File: src/rtl/pc_ras.sv
// Program counter with jump-and-link and a circular return-address stack.
// Latency: one cycle from pc_op presentation to the new target on addr.
// Backpressure: stall=1 or fetch_ready=0 freezes PC and RAS; only a COP0 redirect still applies.
module pc_ras #(
  parameter int                 ADDR_W    = 32,
  parameter logic [ADDR_W-1:0]  INIT_ADDR = '0,
  parameter int                 RAS_DEPTH = 4
) (
  input  logic              clk,
  input  logic              rest,
  input  logic              stall,
  input  logic              fetch_ready,
  input  logic              zero,
  input  logic              great,
  input  logic [15:0]       im1,
  input  logic [25:0]       im2,
  input  logic [3:0]        pc_op,
  input  logic [ADDR_W-1:0] j_reg,
  input  logic [ADDR_W-1:0] cop_addr,
  output logic [ADDR_W-1:0] addr,
  output logic [ADDR_W-1:0] rt_addr,
  output logic              ras_empty,
  output logic              ras_ovf,
  output logic              ras_miss
);

  // PC operation encodings shared with decode/control.
  localparam logic [3:0] PC_OP_NOP   = 4'd0;
  localparam logic [3:0] PC_OP_BZ    = 4'd1;
  localparam logic [3:0] PC_OP_BNZ   = 4'd2;
  localparam logic [3:0] PC_OP_BG    = 4'd3;
  localparam logic [3:0] PC_OP_BNG   = 4'd4;
  localparam logic [3:0] PC_OP_BGZ   = 4'd5;
  localparam logic [3:0] PC_OP_BNGNZ = 4'd6;
  localparam logic [3:0] PC_OP_J     = 4'd7;
  localparam logic [3:0] PC_OP_JR    = 4'd8;
  localparam logic [3:0] PC_OP_COP0  = 4'd9;
  localparam logic [3:0] PC_OP_JAL   = 4'd10;
  localparam logic [3:0] PC_OP_RET   = 4'd11;

  localparam int PW = $clog2(RAS_DEPTH);

  localparam logic [PW-1:0] PTR_ONE  = 1;
  localparam logic [PW:0]   CNT_ONE  = 1;
  localparam logic [PW:0]   CNT_FULL = (PW+1)'(RAS_DEPTH);

  logic [ADDR_W-1:0] ras_mem [RAS_DEPTH];
  logic [PW-1:0]     top;
  logic [PW:0]       count;

  logic [ADDR_W-1:0] pc4;
  logic [ADDR_W-1:0] br;
  logic [ADDR_W-1:0] jmp;
  logic              adv;
  logic              tk;
  logic              is_branch;

  logic [ADDR_W-1:0] addr_nxt;
  logic [ADDR_W-1:0] rt_nxt;
  logic              push;
  logic              pop;
  logic              miss_nxt;

  assign adv       = !stall && fetch_ready;
  assign pc4       = addr + ADDR_W'(4);
  assign br        = addr + {{(ADDR_W-18){im1[15]}}, im1, 2'b00};
  assign jmp       = {addr[ADDR_W-1:28], im2, 2'b00};
  assign ras_empty = (count == '0);

  // Branch condition decode from the ALU flags.
  always_comb begin
    tk        = 1'b0;
    is_branch = 1'b1;
    case (pc_op)
      PC_OP_BZ:    tk = zero;
      PC_OP_BNZ:   tk = !zero;
      PC_OP_BG:    tk = great;
      PC_OP_BNG:   tk = !great;
      PC_OP_BGZ:   tk = zero || great;
      PC_OP_BNGNZ: tk = !zero && !great;
      default:     is_branch = 1'b0;
    endcase
  end

  // Next-PC selection in priority order; COP0 wins over a held pipeline.
  always_comb begin
    addr_nxt = addr;
    rt_nxt   = rt_addr;
    push     = 1'b0;
    pop      = 1'b0;
    miss_nxt = 1'b0;
    if (pc_op == PC_OP_COP0) begin
      addr_nxt = cop_addr;
      rt_nxt   = pc4;
    end else if (adv) begin
      rt_nxt = pc4;
      if (is_branch) begin
        addr_nxt = tk ? br : pc4;
      end else begin
        case (pc_op)
          PC_OP_J:   addr_nxt = jmp;
          PC_OP_JAL: begin
            addr_nxt = jmp;
            push     = 1'b1;
          end
          PC_OP_JR:  addr_nxt = j_reg;
          PC_OP_RET: begin
            if (!ras_empty) begin
              addr_nxt = ras_mem[top];
              pop      = 1'b1;
            end else begin
              addr_nxt = j_reg;
              miss_nxt = 1'b1;
            end
          end
          default:   addr_nxt = pc4;
        endcase
      end
    end
  end

  // PC, link register and RAS bookkeeping; a push when full drops the oldest entry.
  always_ff @(posedge clk) begin
    if (rest) begin
      addr     <= INIT_ADDR;
      rt_addr  <= '0;
      top      <= '0;
      count    <= '0;
      ras_ovf  <= 1'b0;
      ras_miss <= 1'b0;
    end else begin
      addr     <= addr_nxt;
      rt_addr  <= rt_nxt;
      ras_miss <= miss_nxt;
      if (push) begin
        top <= top + PTR_ONE;
        if (count == CNT_FULL) begin
          ras_ovf <= 1'b1;
        end else begin
          count <= count + CNT_ONE;
        end
      end else if (pop) begin
        top   <= top - PTR_ONE;
        count <= count - CNT_ONE;
      end
    end
  end

  // RAS storage: the slot above top receives the link address on a push.
  always_ff @(posedge clk) begin
    if (!rest && push) begin
      ras_mem[top + PTR_ONE] <= pc4;
    end
  end

endmodule

File: config.mk
export PLATFORM = sky130hd
export DESIGN_NAME = pc_ras
export DESIGN_NICKNAME = d
export VERILOG_FILES = /design/src/rtl/pc_ras.sv
export SDC_FILE = /design/constraint.sdc
export NUM_CORES = 1
export LEC_CHECK = 0
export BUFFER_PORTS_ARGS = -buffer_cell sky130_fd_sc_hd__buf_2
export CAP_MARGIN = 20
export CORE_AREA = 2 2 140 142
export DETAILED_ROUTE_END_ITERATION = 16
export DIE_AREA = 0 0 142 144
export HOLD_SLACK_MARGIN = 0.1
export PLACE_DENSITY = 0.83
export REMOVE_ABC_BUFFERS = 1
export SYNTH_ARGS = -nofsm -noshare
export SYNTH_HDL_FRONTEND = slang
export SYNTH_SLANG_ARGS = --single-unit
File: constraint.sdc
create_clock -name clk -period 8.4 [get_ports clk]
set_input_delay 2.52 -clock clk [delete_from_list [all_inputs] [get_ports clk]]
set_output_delay 2.52 -clock clk [all_outputs]
set_load 0.005 [all_outputs]
=== Word-level counts from Yosys, hierarchy flattened ===
Memory sizes are Yosys's and may differ from the RTL's. A register that Yosys moved wholly into a read port is not among the register bits.
Cells that the tools add are included.

* Register bits: 71
* Bits in writable memories: 128
* Word-level logic and storage cells: 76
* Memories: 1

* Add/sub/neg operators: 6
* Equality and inequality tests: 14
* Muxes and demuxes: 29
* Bitwise gates (word level): 2
* Reduce and logical (&&, ||, !) cells: 17

{| class="wikitable"
|+ Memory list
! memory !! words !! bits a word !! read ports !! clocked after Yosys merged registers in !! wr ports !! line !! source
|-
| ras_mem || 4 || 32 || 1 || 1 || 1 || 47 || <nowiki>logic [ADDR_W-1:0] ras_mem [RAS_DEPTH];</nowiki>
|}

{| class="wikitable"
|+ Operators with widths
! cell !! number
|-
| two-way mux 32 bit || 7
|-
| one-hot mux 32 bit (3 select lines) || 1
|-
| adder 32 x 3 -> 32 bit (second input constant) || 1
|-
| adder 32 bit || 1
|-
| == test 4 x 3 -> 1 bit (second input constant) || 4
|-
| == test 4 bit (second input constant) || 4
|-
| two-way mux 1 bit || 13
|-
| two-way mux 3 bit || 3
|-
| == test 4 x 2 -> 1 bit (second input constant) || 2
|-
| two-way mux 2 bit || 4
|-
| one-hot mux 1 bit (6 select lines) || 1
|-
| AND reduction 2 bit || 3
|-
| OR reduction 6 bit || 1
|-
| OR reduction 5 bit || 1
|-
| == test 4 x 1 -> 1 bit (second input constant) || 1
|-
| logical NOT 1 bit || 4
|-
| nonzero test 2 bit || 2
|-
| adder 3 x 1 -> 3 bit (second input constant) || 1
|-
| == test 3 bit (second input constant) || 1
|-
| logical AND 1 bit || 3
|-
| logical NOT 3 bit || 1
|-
| != test 3 x 1 -> 1 bit (second input constant) || 1
|-
| subtractor 3 x 1 -> 3 bit (second input constant) || 1
|-
| adder 2 x 1 -> 2 bit (second input constant) || 1
|-
| other kinds (5) || 6
|}

=== Longest topological paths before layout ===
* Word-level depth: 10
* Gate-level depth with buffers: 11

=== Worst setup path after synthesis ===
Ideal clock, no wire load.

* Path kind: input-to-reg
* Start point: input pc_op[0]
* End point: memory ras_mem[0][0], enable pin
* Setup time: 392 ps
* Arrival time: 4,632 ps
* Slack: 3,376 ps
* Stages: 6
* Cell sequence: buf_2 buf_4 nor4_1 inv_1 nor2_1 and2_1

* Longest elaborated chain between the ends: 9
* Elaborated cells on any way between the ends: 17
* Classes of those cells: eq/ne: 8; mux: 7; reduce/logical: 2

{| class="wikitable"
|+ RTL lines
! element !! line !! source
|-
| from (decl) || 17 || <nowiki>input logic [3:0] pc_op,</nowiki>
|-
| == test 4 x 3 -> 1 bit, or another cell as far along || 74 || <nowiki>case (pc_op)</nowiki>
|-
| OR reduction 6 bit (no line) || n/a ||
|-
| two-way mux 1 bit || 74 ||
|-
| two-way mux 1 bit || 97 || <nowiki>if (is_branch) begin</nowiki>
|-
| two-way mux 1 bit || 95 || <nowiki>end else if (adv) begin</nowiki>
|-
| two-way mux 1 bit (*) || 92 || <nowiki>if (pc_op == PC_OP_COP0) begin</nowiki>
|-
| logical AND 1 bit (*) || 151 || <nowiki>if (!rest && push) begin</nowiki>
|-
| two-way mux 1 bit (*) || 151 ||
|-
| two-way mux 1 bit (implied by the code) (*) || 152 || <nowiki>ras_mem[top + PTR_ONE] <= pc4;</nowiki>
|-
| to (decl) || 47 ||
|}

Every way passes the cells marked *; elsewhere a longest branch is shown, timed or not.

=== Final worst setup path ===
* Start point: input stall
* End point: memory ras_mem[2][28], enable pin

* Longest elaborated chain between the ends: 7

{| class="wikitable"
|+ RTL lines
! element !! line !! source
|-
| from (decl) || 11 || <nowiki>input logic stall,</nowiki>
|-
| logical NOT 1 bit || 64 || <nowiki>assign adv = !stall && fetch_ready;</nowiki>
|-
| logical AND 1 bit || 64 ||
|-
| two-way mux 1 bit || 95 ||
|-
| two-way mux 1 bit || 92 ||
|-
| logical AND 1 bit || 151 ||
|-
| two-way mux 1 bit || 151 ||
|-
| two-way mux 1 bit (implied by the code) || 152 ||
|}

Every way passes these cells.

==> metrics.txt <==
most common cell in the synthesized netlist=edfxtp_1; initial antenna violation count=0; Area Growth Syn to Fin=15.3%; Netlist cell types=80; worst hold path type=flip-flop to flip-flop; net switching power=0.673 mW; Power, Total=2.53 mW; Setup Slack @ Placement=2.71 ns; Post-Synthesis Cell Area=0.0112 mm2; RSZ-0062 raised after global routing=no; actual slew at the worst max-slew pin=1.05 ns; Ports=183; Max IR drop VDD=0.000149 V; Clk pwr share=0.407; Final WS setup=3.13 ns; DR WL/cell=24.3 um; first-pass GRT wire length=52,800 um; Initial Utilization=0.586; PostCTS Resize Cnt=0; Final Max Slew Viols=0; critical path arrival=5.45 ns; clk_lat worst skew=0.52 ns; hold violation total from the final report=0; cell accounting for the most synthesized area=edfxtp_1; DR iter-0 viols=1,223; placement row count=51; # setup viols final=0; # DRC=0; Final ANT Viol Nets=0; Final nets=1,361; Post-synth EDFFs=128; Yosys warning count=0; Combinational Power Share=0.155; Sw Share=0.266; CTS tree=yes; FF-to-FF path depth=10; sum of buffers and inverters on the critical path=4; Port Buffer Count=182; outcome=completed; gr usage total=0.340; XOR/XNOR share of the synthesized area=0.0444; Worst EP required=8.58 ns; slowest stage delay, CP=0.81 ns; max_slew headroom=0.298; Setup TNS=0 ns; sequential share of power=0.438; critical path depth=8; worst setup path class=input pin to flip-flop; Die Ht=144 um; cell count after synthesis=1,056; synth cell count leaders=edfxtp_1, nor2_1, dfxtp_1; cells along the critical path=buf_2 -> nand2b_1 -> buf_4 -> nor4_1 -> inv_1 -> nor2_1 -> and2_1 -> buf_4; DP Wirelength=23,300 um; antenna cells=0; ys flop type=edfxtp_1; pin count of the biggest net entering global routing=50; post-layout min period=5.27 ns; adder-cell share of the synthesized area=0.0416; CP Max Fanout=22; Async S/R FF share, synth=0; period utilisation layout=0.627; H-tree levels=1; cts hold-fix bufs=0; register bit count reported by yosys=201; mean post-synth cell area=10.6 um2; gpl congestion=0.983; Yosys top cell area share=0.344; multiplexer share of the synthesized area=0.0797; Simple-Gate Fraction of Synth Area=0.144; Root Driver=clkbuf_16; layout cells sized above 1=0.239; post-synthesis compound-gate area fraction=0.168; CP startpoint kind=input pin; Vias=9,891; Hold Slack=0.450 ns; Die X=142 um; post-synthesis sequential area ratio=0.474; clk_skew=0.0201 ns; Worst-path clk slew=0.06 ns; post-layout util=0.676; Inserted Clock Buffers=22; FMAX=190 MHz; router iterations before antenna repair=5; via/cell ratio=6.76; max_cap viols=0; power per cell area=196 mW/mm2; CP top delay family=simple AND/OR/NAND/NOR gates; cell-internal power=1.86 mW; CP max-delay cell=nor4_1; combinational family with the most area after synthesis=compound AO/OA/AOI/OAI gates; routed wire length=35,500 um; Sink Count=201; vias in the first global route=9,604; total gr overflow=0; element type at the critical path end=flip-flop; Area contributors post-synth=edfxtp_1, dfxtp_1, mux4_2; Most Frequent Cell on Critical Path=buf_4; Worst Hold Depth=2; CTS Buffer Depth=3; core region area=0.0191 mm2; Post-CTS Setup Repair Bufs=0; LEAKAGE=4.98 nW; Die Area=0.0204 mm2
-- sequential cells by signal, indices dropped and copies added, names as in the netlist, named ones only --
signal and count:
count 3, top 2, ras_mem 128, ras_miss 1, rt_addr 32, ras_ovf 1, addr 32
-- worst paths after layout --
kind	startpoint	to	slack, ns
hold reg to reg	rt_addr[1]	rt_addr[1]	0.45
hold / removal	rt_addr[1]	rt_addr[1]	0.45
setup reg to reg	addr[2]	addr[20]	4.98
setup / recovery	stall	ras_mem[2][28]	3.13
-- area by class of cell --
| cell class | instances | area (um2) |
|---|---|---|
| repair buffers | 200 | 1050 |
| flip-flops and latches | 201 | 5310 |
| clock buffers | 31 | 616 |
| well taps | 238 | 298 |
| fillers | 1428 | 6190 |
| inverters | 31 | 116 |
| multi-input cells | 753 | 5360 |
| clock inverters | 9 | 153 |
-- cells by family (layout without fill, tap and decap cells) --
group	Yosys count	count (layout)
AO/OA/AOI/OAI	278	278
XOR/XNOR	55	55
adder cells (fa/ha/maj)	36	36
buffers and inverters	102	271
flip-flops	201	201
multiplexers	49	49
AND/OR/NAND/NOR	335	335
-- placed cells by master (no fill, tap or decap), types with 32 or more instances in the layout --
cell type	instances
mux4_2	32
o21ai_0	45
a21oi_1	71
nor3_1	35
edfxtp_1	128
buf_2	182
nor2_1	118
a211oi_1	33
xnor2_1	36
dfxtp_1	72
ha_1	34
nand2_1	68
-- per-layer routing --
metal | share of wire | GRT usage | vias up
met4 | 0.059 | 0.204 | 0
met2 | 0.45 | 0.542 | 755
li1 | - | - | 4334
met5 | 0 | 0 | -
met1 | 0.37 | 0.436 | 4629
met3 | 0.12 | 0.0639 | 173
-- power groups by stage --
stage                     Combinational (mW)  Sequential [mW]  Clock (mW)
after floorplan                        0.223             1.12           0
after global placement                 0.366             1.13           0
after detailed placement               0.374             1.13           0
after CTS                              0.380             1.11        1.03
after global routing                   0.419             1.11        1.07
final                                  0.392             1.11        1.03
-- through the flow --
stage | cells | area, um2
after floorplan | 985 | 10800
after global placement | 1423 | 12100
after detailed placement | 1423 | 12100
after CTS | 1463 | 12900
after global routing | 1463 | 12900
final | 1463 | 12900
-- worst register-to-register path, stage by stage (launching register included) --
cell       delay, ns
dfxtp_1         0.56
ha_1            0.30
fa_1            0.25
a21oi_1         0.14
o211a_1         0.28
or4b_4          0.60
nand3_1         0.21
a21boi_1        0.11
xnor2_1         0.17
a2111oi_0       0.56
a2111oi_2       0.10
(Power assumes the default switching activity.)
